`src/rtl/mem_seq_pkg.sv`:
```
`default_nettype none
// ============================================================================
//  Module      : mem_seq_pkg
//  Description : Shared types and constants for the memory access sequencer
//                and the control FSM instruction decode.
//  Revision    : 1.0 - initial release
// ============================================================================
package mem_seq_pkg;

    typedef enum logic [2:0] {
        ST_IDLE    = 3'd0,
        ST_WAIT    = 3'd1,
        ST_CAPTURE = 3'd2,
        ST_WRITE   = 3'd3,
        ST_FAULT   = 3'd4,
        ST_DONE    = 3'd5
    } state_t;

    localparam int LAT_MAX = 15;
    localparam int CNT_W   = 4;

    // Instruction field positions, shared with the control FSM decode
    localparam int OP_HI    = 31;
    localparam int OP_LO    = 26;
    localparam int RS_HI    = 25;
    localparam int RS_LO    = 21;
    localparam int RT_HI    = 20;
    localparam int RT_LO    = 16;
    localparam int RD_HI    = 15;
    localparam int RD_LO    = 11;
    localparam int IMM_HI   = 15;
    localparam int IMM_LO   = 0;
    localparam int FUNCT_HI = 5;
    localparam int FUNCT_LO = 0;

    function automatic logic is_word_aligned(input logic [31:0] addr);
        return (addr[1:0] == 2'b00);
    endfunction

endpackage
`default_nettype wire

```
`src/rtl/mem_seq_counter.sv`:
```
`default_nettype none
// ============================================================================
//  Module      : mem_seq_counter
//  Description : Loadable down-counter timing the memory read latency.
//  Revision    : 1.0 - initial release
// ============================================================================
module mem_seq_counter
    import mem_seq_pkg::*;
(
    input  logic             Clk,
    input  logic             Reset_signal,
    input  logic             load,
    input  logic             en,
    input  logic [CNT_W-1:0] load_val,
    output logic             is_one
);

    logic [CNT_W-1:0] r_count;

    always_ff @(posedge Clk or negedge Reset_signal) begin
        if (!Reset_signal) begin
            r_count <= '0;
        end else if (load) begin
            r_count <= load_val;
        end else if (en) begin
            r_count <= r_count - 1'b1;
        end
    end

    assign is_one = (r_count == CNT_W'(1));

endmodule
`default_nettype wire

```
`src/rtl/mem_sequencer.sv`:
```
`default_nettype none
// ============================================================================
//  Module      : mem_sequencer
//  Description : Req/Done memory access sequencer for the multicycle datapath;
//                selects PC/ALUOut, waits out read latency, loads IR or MDR.
//  Revision    : 1.0 - initial release
// ============================================================================
module mem_sequencer
    import mem_seq_pkg::*;
#(
    parameter int LAT = 2
)(
    input  logic        Clk,
    input  logic        Reset_signal,
    input  logic        Req,
    input  logic        Wr,
    input  logic        IorD,
    input  logic [31:0] PC,
    input  logic [31:0] ALUOut,
    input  logic [31:0] WData,
    input  logic [31:0] MemRData,
    output logic [31:0] MemAddr,
    output logic        MemWr,
    output logic [31:0] MemWData,
    output logic        Busy,
    output logic        Done,
    output logic        Err,
    output logic [31:0] IR,
    output logic [31:0] MDR,
    output logic [5:0]  Op,
    output logic [5:0]  Funct,
    output logic [4:0]  Rs,
    output logic [4:0]  Rt,
    output logic [4:0]  Rd,
    output logic [15:0] Imm16
);

    generate
        if (LAT < 1 || LAT > LAT_MAX) begin : g_lat_check
            $error("mem_sequencer: LAT must be within 1..15");
        end
    endgenerate

    state_t      r_state;
    state_t      w_next_state;

    logic [31:0] r_addr;
    logic [31:0] r_wdata;
    logic        r_wr;
    logic        r_iord;
    logic [31:0] r_ir;
    logic [31:0] r_mdr;

    logic [31:0] w_req_addr;
    logic        w_accept;
    logic        w_cnt_is_one;
    logic        w_busy;
    logic        w_done;
    logic        w_err;
    logic        w_mem_wr;
    logic        w_capture;

    assign w_req_addr = IorD ? ALUOut : PC;
    assign w_accept   = (r_state == ST_IDLE) && Req;

    mem_seq_counter u_counter (
        .Clk          (Clk),
        .Reset_signal (Reset_signal),
        .load         (w_accept),
        .en           (r_state == ST_WAIT),
        .load_val     (CNT_W'(LAT)),
        .is_one       (w_cnt_is_one)
    );

    always_ff @(posedge Clk or negedge Reset_signal) begin
        if (!Reset_signal) begin
            r_state <= ST_IDLE;
        end else begin
            r_state <= w_next_state;
        end
    end

    always_comb begin
        w_next_state = r_state;
        case (r_state)
            ST_IDLE: begin
                if (Req) begin
                    if (!is_word_aligned(w_req_addr)) begin
                        w_next_state = ST_FAULT;
                    end else if (Wr) begin
                        w_next_state = ST_WRITE;
                    end else begin
                        w_next_state = ST_WAIT;
                    end
                end
            end
            ST_WAIT:    if (w_cnt_is_one) w_next_state = ST_CAPTURE;
            ST_CAPTURE: w_next_state = ST_DONE;
            ST_WRITE:   w_next_state = ST_DONE;
            ST_FAULT:   w_next_state = ST_IDLE;
            ST_DONE:    w_next_state = ST_IDLE;
            default:    w_next_state = ST_IDLE;
        endcase
    end

    always_comb begin
        w_busy    = 1'b0;
        w_done    = 1'b0;
        w_err     = 1'b0;
        w_mem_wr  = 1'b0;
        w_capture = 1'b0;
        case (r_state)
            ST_WAIT: begin
                w_busy = 1'b1;
            end
            ST_CAPTURE: begin
                w_busy    = 1'b1;
                w_capture = 1'b1;
            end
            ST_WRITE: begin
                w_busy   = 1'b1;
                w_mem_wr = r_wr;
            end
            ST_FAULT: begin
                w_busy = 1'b1;
                w_done = 1'b1;
                w_err  = 1'b1;
            end
            ST_DONE: begin
                w_done = 1'b1;
            end
            default: begin
                w_busy = 1'b0;
            end
        endcase
    end

    // Request attributes are frozen at accept so the datapath may move on
    always_ff @(posedge Clk or negedge Reset_signal) begin
        if (!Reset_signal) begin
            r_addr  <= '0;
            r_wdata <= '0;
            r_wr    <= 1'b0;
            r_iord  <= 1'b0;
            r_ir    <= '0;
            r_mdr   <= '0;
        end else begin
            if (w_accept) begin
                r_addr  <= w_req_addr;
                r_wdata <= WData;
                r_wr    <= Wr;
                r_iord  <= IorD;
            end
            if (w_capture) begin
                if (r_iord) begin
                    r_mdr <= MemRData;
                end else begin
                    r_ir  <= MemRData;
                end
            end
        end
    end

    assign MemAddr  = r_addr;
    assign MemWData = r_wdata;
    assign MemWr    = w_mem_wr;
    assign Busy     = w_busy;
    assign Done     = w_done;
    assign Err      = w_err;
    assign IR       = r_ir;
    assign MDR      = r_mdr;

    assign Op    = r_ir[OP_HI:OP_LO];
    assign Rs    = r_ir[RS_HI:RS_LO];
    assign Rt    = r_ir[RT_HI:RT_LO];
    assign Rd    = r_ir[RD_HI:RD_LO];
    assign Imm16 = r_ir[IMM_HI:IMM_LO];
    assign Funct = r_ir[FUNCT_HI:FUNCT_LO];

endmodule
`default_nettype wire

```
`config.mk`:
```
export PLATFORM = sky130hd
export DESIGN_NAME = mem_sequencer
export DESIGN_NICKNAME = d
export VERILOG_FILES = /design/src/rtl/mem_seq_pkg.sv /design/src/rtl/mem_seq_counter.sv /design/src/rtl/mem_sequencer.sv
export SDC_FILE = /design/constraint.sdc
export NUM_CORES = 1
export LEC_CHECK = 0
export BUFFER_PORTS_ARGS = -buffer_cell sky130_fd_sc_hd__buf_2
export CAP_MARGIN = 40
export CORE_AREA = 2 2 125 127
export DETAILED_ROUTE_END_ITERATION = 7
export DIE_AREA = 0 0 127 129
export GPL_TIMING_DRIVEN = 0
export HOLD_SLACK_MARGIN = 0.15
export PLACE_DENSITY_LB_ADDON = 0.3
export SYNTH_ARGS = -nofsm -noshare
export SYNTH_HDL_FRONTEND = slang
export SYNTH_SLANG_ARGS = --single-unit
```
`constraint.sdc`:
```
create_clock -name Clk -period 1.5 [get_ports Clk]
set_input_delay 0.075 -clock Clk [delete_from_list [all_inputs] [get_ports Clk]]
set_output_delay 0.075 -clock Clk [all_outputs]
set_load 0.02 [all_outputs]
```
Yosys cells after proc, flatten, opt, wreduce, memory -nomap -nowiden
Index checks and enable logic that the tools add are counted.
{"block": "op_classes", "n_addsub": 1, "n_eq_ne": 8, "mux": 13, "bitwise_logic": 1, "n_reduce_logical": 10}
{"cell": "$mux W32", "n": 1}
{"cell": "$mux W3", "n": 3}
{"cell": "$pmux W3 S3", "n": 1}
{"cell": "$mux W4", "n": 2}
{"cell": "$eq A3 B2 Y1 const B", "n": 2}
{"cell": "$eq A3 B3 Y1 const B", "n": 2}
{"cell": "$reduce_and A2 Y1", "n": 3}
{"cell": "$mux W1", "n": 5}
{"cell": "$eq A4 B1 Y1 const B", "n": 1}
{"cell": "$ne A2 B2 Y1 const B", "n": 2}
{"cell": "$reduce_or A2 Y1", "n": 2}
{"cell": "$reduce_or A4 Y1", "n": 1}
{"cell": "$sub A4 B1 Y4 const B", "n": 1}
{"cell": "$eq A3 B1 Y1 const B", "n": 1}
{"cell": "$logic_not A3 Y1", "n": 1}
{"cell": "$logic_not A2 Y1", "n": 1}
{"cell": "$mux W2", "n": 1}
{"cell": "$reduce_bool A2 Y1", "n": 1}
{"cell": "$logic_and A1 B1 Y1", "n": 1}
{"cell": "$not A1 Y1", "n": 1}
{"block": "totals", "regBits": 137, "input_bits": 133, "out_inout_bits": 175, "word_cells": 41}

Depth between registers and ports, before layout
{"block": "depth", "depth_word": 5, "depth_mapped": 6, "mapped_depth_nobuf": 5}

Cells and area by module
From an unflattened synthesis, not the netlist that was laid out.
{"block": "unflattened", "cells_unflattened": 440, "hier_area_um2": 5948.2}
{"module": "mem_sequencer", "n_inst": 1, "cells_per_inst": 418, "area_per_inst_um2": 5705.5, "seq_area_each_um2": 3328.2}
{"module": "mem_seq_counter", "n_inst": 1, "cells_per_inst": 22, "area_per_inst_um2": 242.7, "seq_area_each_um2": 100.1}

Worst setup path before layout
No wires, ideal clock.
{"block": "synth_timing", "path_kind": "register to register", "from": "reg r_state[2]", "to": "reg r_mdr[10], in the netlist MDR[10]", "setup_ns": 0.125, "arrival_ns": 1.458, "required_ns": 1.375, "path_slack_ns": -0.083, "path_stages_with_launch": 6, "n_path_buf": 2, "period_less_slack_ns": 1.583, "cell_sequence": "dfrtp_1 buf_6 nand2b_4 nor3b_4 buf_6 mux2_2"}
{"block": "synth_between", "elab_chain_len": 3}
{"item": "from (decl)", "line_no": "mem_sequencer.sv:44", "text": "state_t r_state;"}
{"item": "from (signal assigned)", "line_no": "mem_sequencer.sv:79", "text": "r_state <= w_next_state;"}
{"item": "$eq A3 B2 Y1", "line_no": "mem_sequencer.sv:112", "text": "case (r_state)"}
{"item": "$mux W1", "line_no": "mem_sequencer.sv:112"}
{"item": "$reduce_and A2 Y1 (no line)"}
{"item": "to (signal assigned)", "line_no": "mem_sequencer.sv:156", "text": "r_mdr <= MemRData;"}
{"item": "to (decl)", "line_no": "mem_sequencer.sv:52", "text": "logic [31:0] r_mdr;"}
Every way passes these cells.
A chain may end at the register's enable or synchronous reset.

Worst setup path in the final report
{"block": "layout_timing", "from": "reg r_state[0]", "to": "reg r_wdata[1], in the netlist MemWData[1]"}
{"block": "layout_between", "elab_chain_len": 2}
{"item": "$logic_not A3 Y1", "line_no": "mem_sequencer.sv:64", "text": "assign w_accept = (r_state == ST_IDLE) && Req;"}
{"item": "$logic_and A1 B1 Y1", "line_no": "mem_sequencer.sv:64"}
{"item": "to (signal assigned)", "line_no": "mem_sequencer.sv:150", "text": "r_wdata <= WData;"}
{"item": "to (decl)", "line_no": "mem_sequencer.sv:48", "text": "logic [31:0] r_wdata;"}
Every way passes these cells.

==> metrics <==
largest net degree at the start of global routing 75; worst path bufs/invs 3; fin crit period 1680 ps; CP Depth 6; Setup CP Type flip-flop to flip-flop; Hold Crit Class input pin to flip-flop; Initial Utilization 40.6%; maximum vdd drop 1.19 mV; layout cells sized above 1 around three fifths; Synthesized Nets about 640; number of global-route vias before repair between 5k and 6k; Primary FF master, synth dfrtp_1; largest family of logic cells by synthesized area multiplexers; FMAX between 500 and 600 MHz; IO Port Bufs slightly above 300; Die Ht 129 um; hold path endpoint MemAddr[1]; final setup violation count roughly 140; Avg Cell Area, Syn roughly 12 um2; final worst path period share 112%; global-route total usage across every layer a little under a quarter; Slew @ Worst Pin between 600 and 700 ps; failing checks setup timing; first-pass GRT wire length between 20000 and 30000 um; Post-Synth Simple-Gate Area around 11%; CP endpoint kind flip-flop; drt pass-1 iters 6; Critical Path RT 1800 ps; EDFF count, synth 0; crit path max-delay cell type or4b_4; Max-Cap Viols 0; r2r worst-path depth 6; Synth Instances between 500 and 600; Site Rows 45; worst reg-to-reg setup slack -180 ps; n_diodes 0; Seq/Total Area, Yosys between 50% and 60%; Final WS setup -183 ps; dpl cell area approximately 0.008 mm2; area grow syn2layout 80.7%; Num Clock Sinks roughly 140; CP delay by family, top simple AND/OR/NAND/NOR gates; Adder-Cell Fraction of Synth Area less than 1%; worst hold slack roughly 170 ps; async set or reset register ratio after synthesis 100%; worst-case clock buffer depth 2; Final Non-Filler Cells approximately 1.2k; Chip Width about 130 um; H-tree levels 4; Synth Warn # 0; hold path startpoint IorD; Reg-to-Reg End MemWData[1]; clock latency on the worst-skew pair 410 ps; WL/cell 16.8 um; Min-Delay Path Depth 3; CTS tree yes; post-synthesis xor/xnor area fraction less than 1%; num ports a little over 300; DRT antenna net count 0; Final Hold Vio Count 0; initial antenna violation count 0; clock-pin slew on the worst setup and hold paths 60 ps; clk root buf clkbuf_16; Power Dens Cells around 1900 mW/mm2; HPWL after detailed placement 11200 um; Setup Skew approximately 10 ps; global route total overflow 0; outcome complete, but fails checks; Cell Count Post-Placement between 1k and 1.5k; Via density 4.71; crit path max fanout 7; mux share of post-synthesis cell area between 10% and 20%; Worst setup SP type flip-flop; Final Max Slew Viols 0; core area roughly 0.015 mm2; Vias approximately 5.6k; Leak ~0.006 uW; r2r startpoint r_state[0]; gp weighted congestion between 0.7 and 0.8; Routed WL about 20000 um; flops & latches, synth around 140; Residual DRC 0; Die ar. ~0.016 mm2; Compound-Gate Fraction of Synth Area 5.06%; crit-path cells buf_6 > or4b_4 > buf_12 > clkbuf_16 > nand2_1 > nand2_1; DRT iter0 DRCs 260; CP peak stage delay 590 ps; area of the mapped netlist around 0.0061 mm2; setup_tns -16780 ps; Final Cell Area ~0.011 mm2; slew margin rel. between 50 and 60%; RSZ-0062 raised after global routing true; post-synth cell types 34; clock buffer count from CTS 17; crit path DAT 1990 ps; Nets ~1.1k; crit-path most repeated cell nand2_1
-- layout make-up --
| cell class | instances | area, um2 |
|---|---|---|
| multi-input cells | 296 | 2640 |
| flip-flops and latches | 137 | 3430 |
| well taps | 188 | 235 |
| fillers | 933 | 4000 |
| repair buffers | 470 | 3380 |
| inverters | 3 | 11.3 |
| clock buffers | 19 | 443 |
| clock inverters | 12 | 125 |
| plain buffers | 70 | 716 |
-- worst max path at each step --
stage / start / end
2_1_floorplan: r_state[2] / MDR[10]
3_3_place_gp: Reset_signal / MDR[10]
3_5_place_dp: r_state[2] / IR[18]
4_1_cts: r_state[2] / MemAddr[28]
5_1_grt: r_state[0] / MemWData[1]
6_report: r_state[0] / MemWData[1]
-- state kept, by name, summed over array words and instances, names as in the netlist --
register           flops
r_iord                 1
MemWData              32
MDR                   32
r_wr                   1
u_counter.r_count      4
r_state                3
MemAddr               32
IR                    32
-- cells by family (layout without fill, tap and decap cells) --
family	count (synthesis)	in the layout
compound gates	38	38
simple gates	157	157
fa+ha+maj	2	2
xor+xnor	2	2
buf+inv	73	574
flops	137	137
mux	97	97
-- worst min-delay path, cell delays in order --
cell and delay [ps]:
clkbuf_1 190, mux2i_1 180, o21ai_2 110
-- cell usage after synthesis (2+ instances only) --
| master | count | area, um2 |
|---|---|---|
| nand2_1 | 138 | 518 |
| o211ai_1 | 2 | 15.0 |
| ha_1 | 2 | 25.0 |
| buf_4 | 46 | 345 |
| o21ai_2 | 29 | 254 |
| mux2_2 | 63 | 709 |
| dfrtp_1 | 137 | 3430 |
| nor2_1 | 5 | 18.8 |
| o21ai_1 | 3 | 15.0 |
| mux2i_1 | 33 | 330 |
| xnor2_1 | 2 | 17.5 |
| buf_6 | 16 | 180 |
| buf_2 | 4 | 20.0 |
| inv_1 | 3 | 11.3 |
| clkbuf_1 | 4 | 15.0 |
-- power breakdown --
part / internal, uW / leakage (uW) / switching [uW]
clock network: 2470 / 0.000275 / 1590
registers: 5240 / 0.00174 / 1260
logic: 4910 / 0.00382 / 5690
-- cells in the final DEF, fill, tap and decap left out, types with 3 or more instances in the layout --
cell type / netlist / layout
buf_12: 0 / 14
buf_2: 4 / 305
buf_4: 46 / 55
buf_6: 16 / 13
buf_8: 0 / 6
clkbuf_16: 0 / 27
clkinv_2: 0 / 5
clkinvlp_4: 0 / 3
dfrtp_1: 137 / 136
dlygate4sd3_1: 0 / 132
inv_1: 3 / 3
mux2_4: 0 / 64
mux2i_1: 33 / 33
nand2_1: 138 / 62
nand2_2: 0 / 58
nand2_4: 0 / 18
nor2_1: 5 / 3
o21ai_2: 29 / 31
-- per-layer routing --
metal | up-vias | global-route usage [%] | part of all wire, %
li1 | 2627 | - | -
met2 | 248 | 40.1 | 52
met5 | - | 0 | 0
met1 | 2721 | 26.3 | 39
met3 | 33 | 7.40 | 7.0
met4 | 0 | 6.92 | 2.1
-- timing repair --
item | CTS | global route
endpoints found under the setup margin | 135 | 139
hold buffers | 133 | 0
gates resized for setup | 81 | 112
gates cloned | 1 | 10
hold endpoints to repair | 195 | 0
pin swaps | 6 | 48
buffers inserted | 9 | 13
-- metrics by stage --
step | worst slack [ps] | total power (uW) | utilization [%]
floorplan | -65.1 | 11900 | -
global placement | -1590 | 14700 | 52.9
detailed placement | -447 | 14800 | 53.2
CTS | -162 | 19900 | 68.7
global route | -233 | 22300 | 73.3
finish | -183 | 21200 | 73.3
No activity file was read; power rests on OpenSTA's default activity.
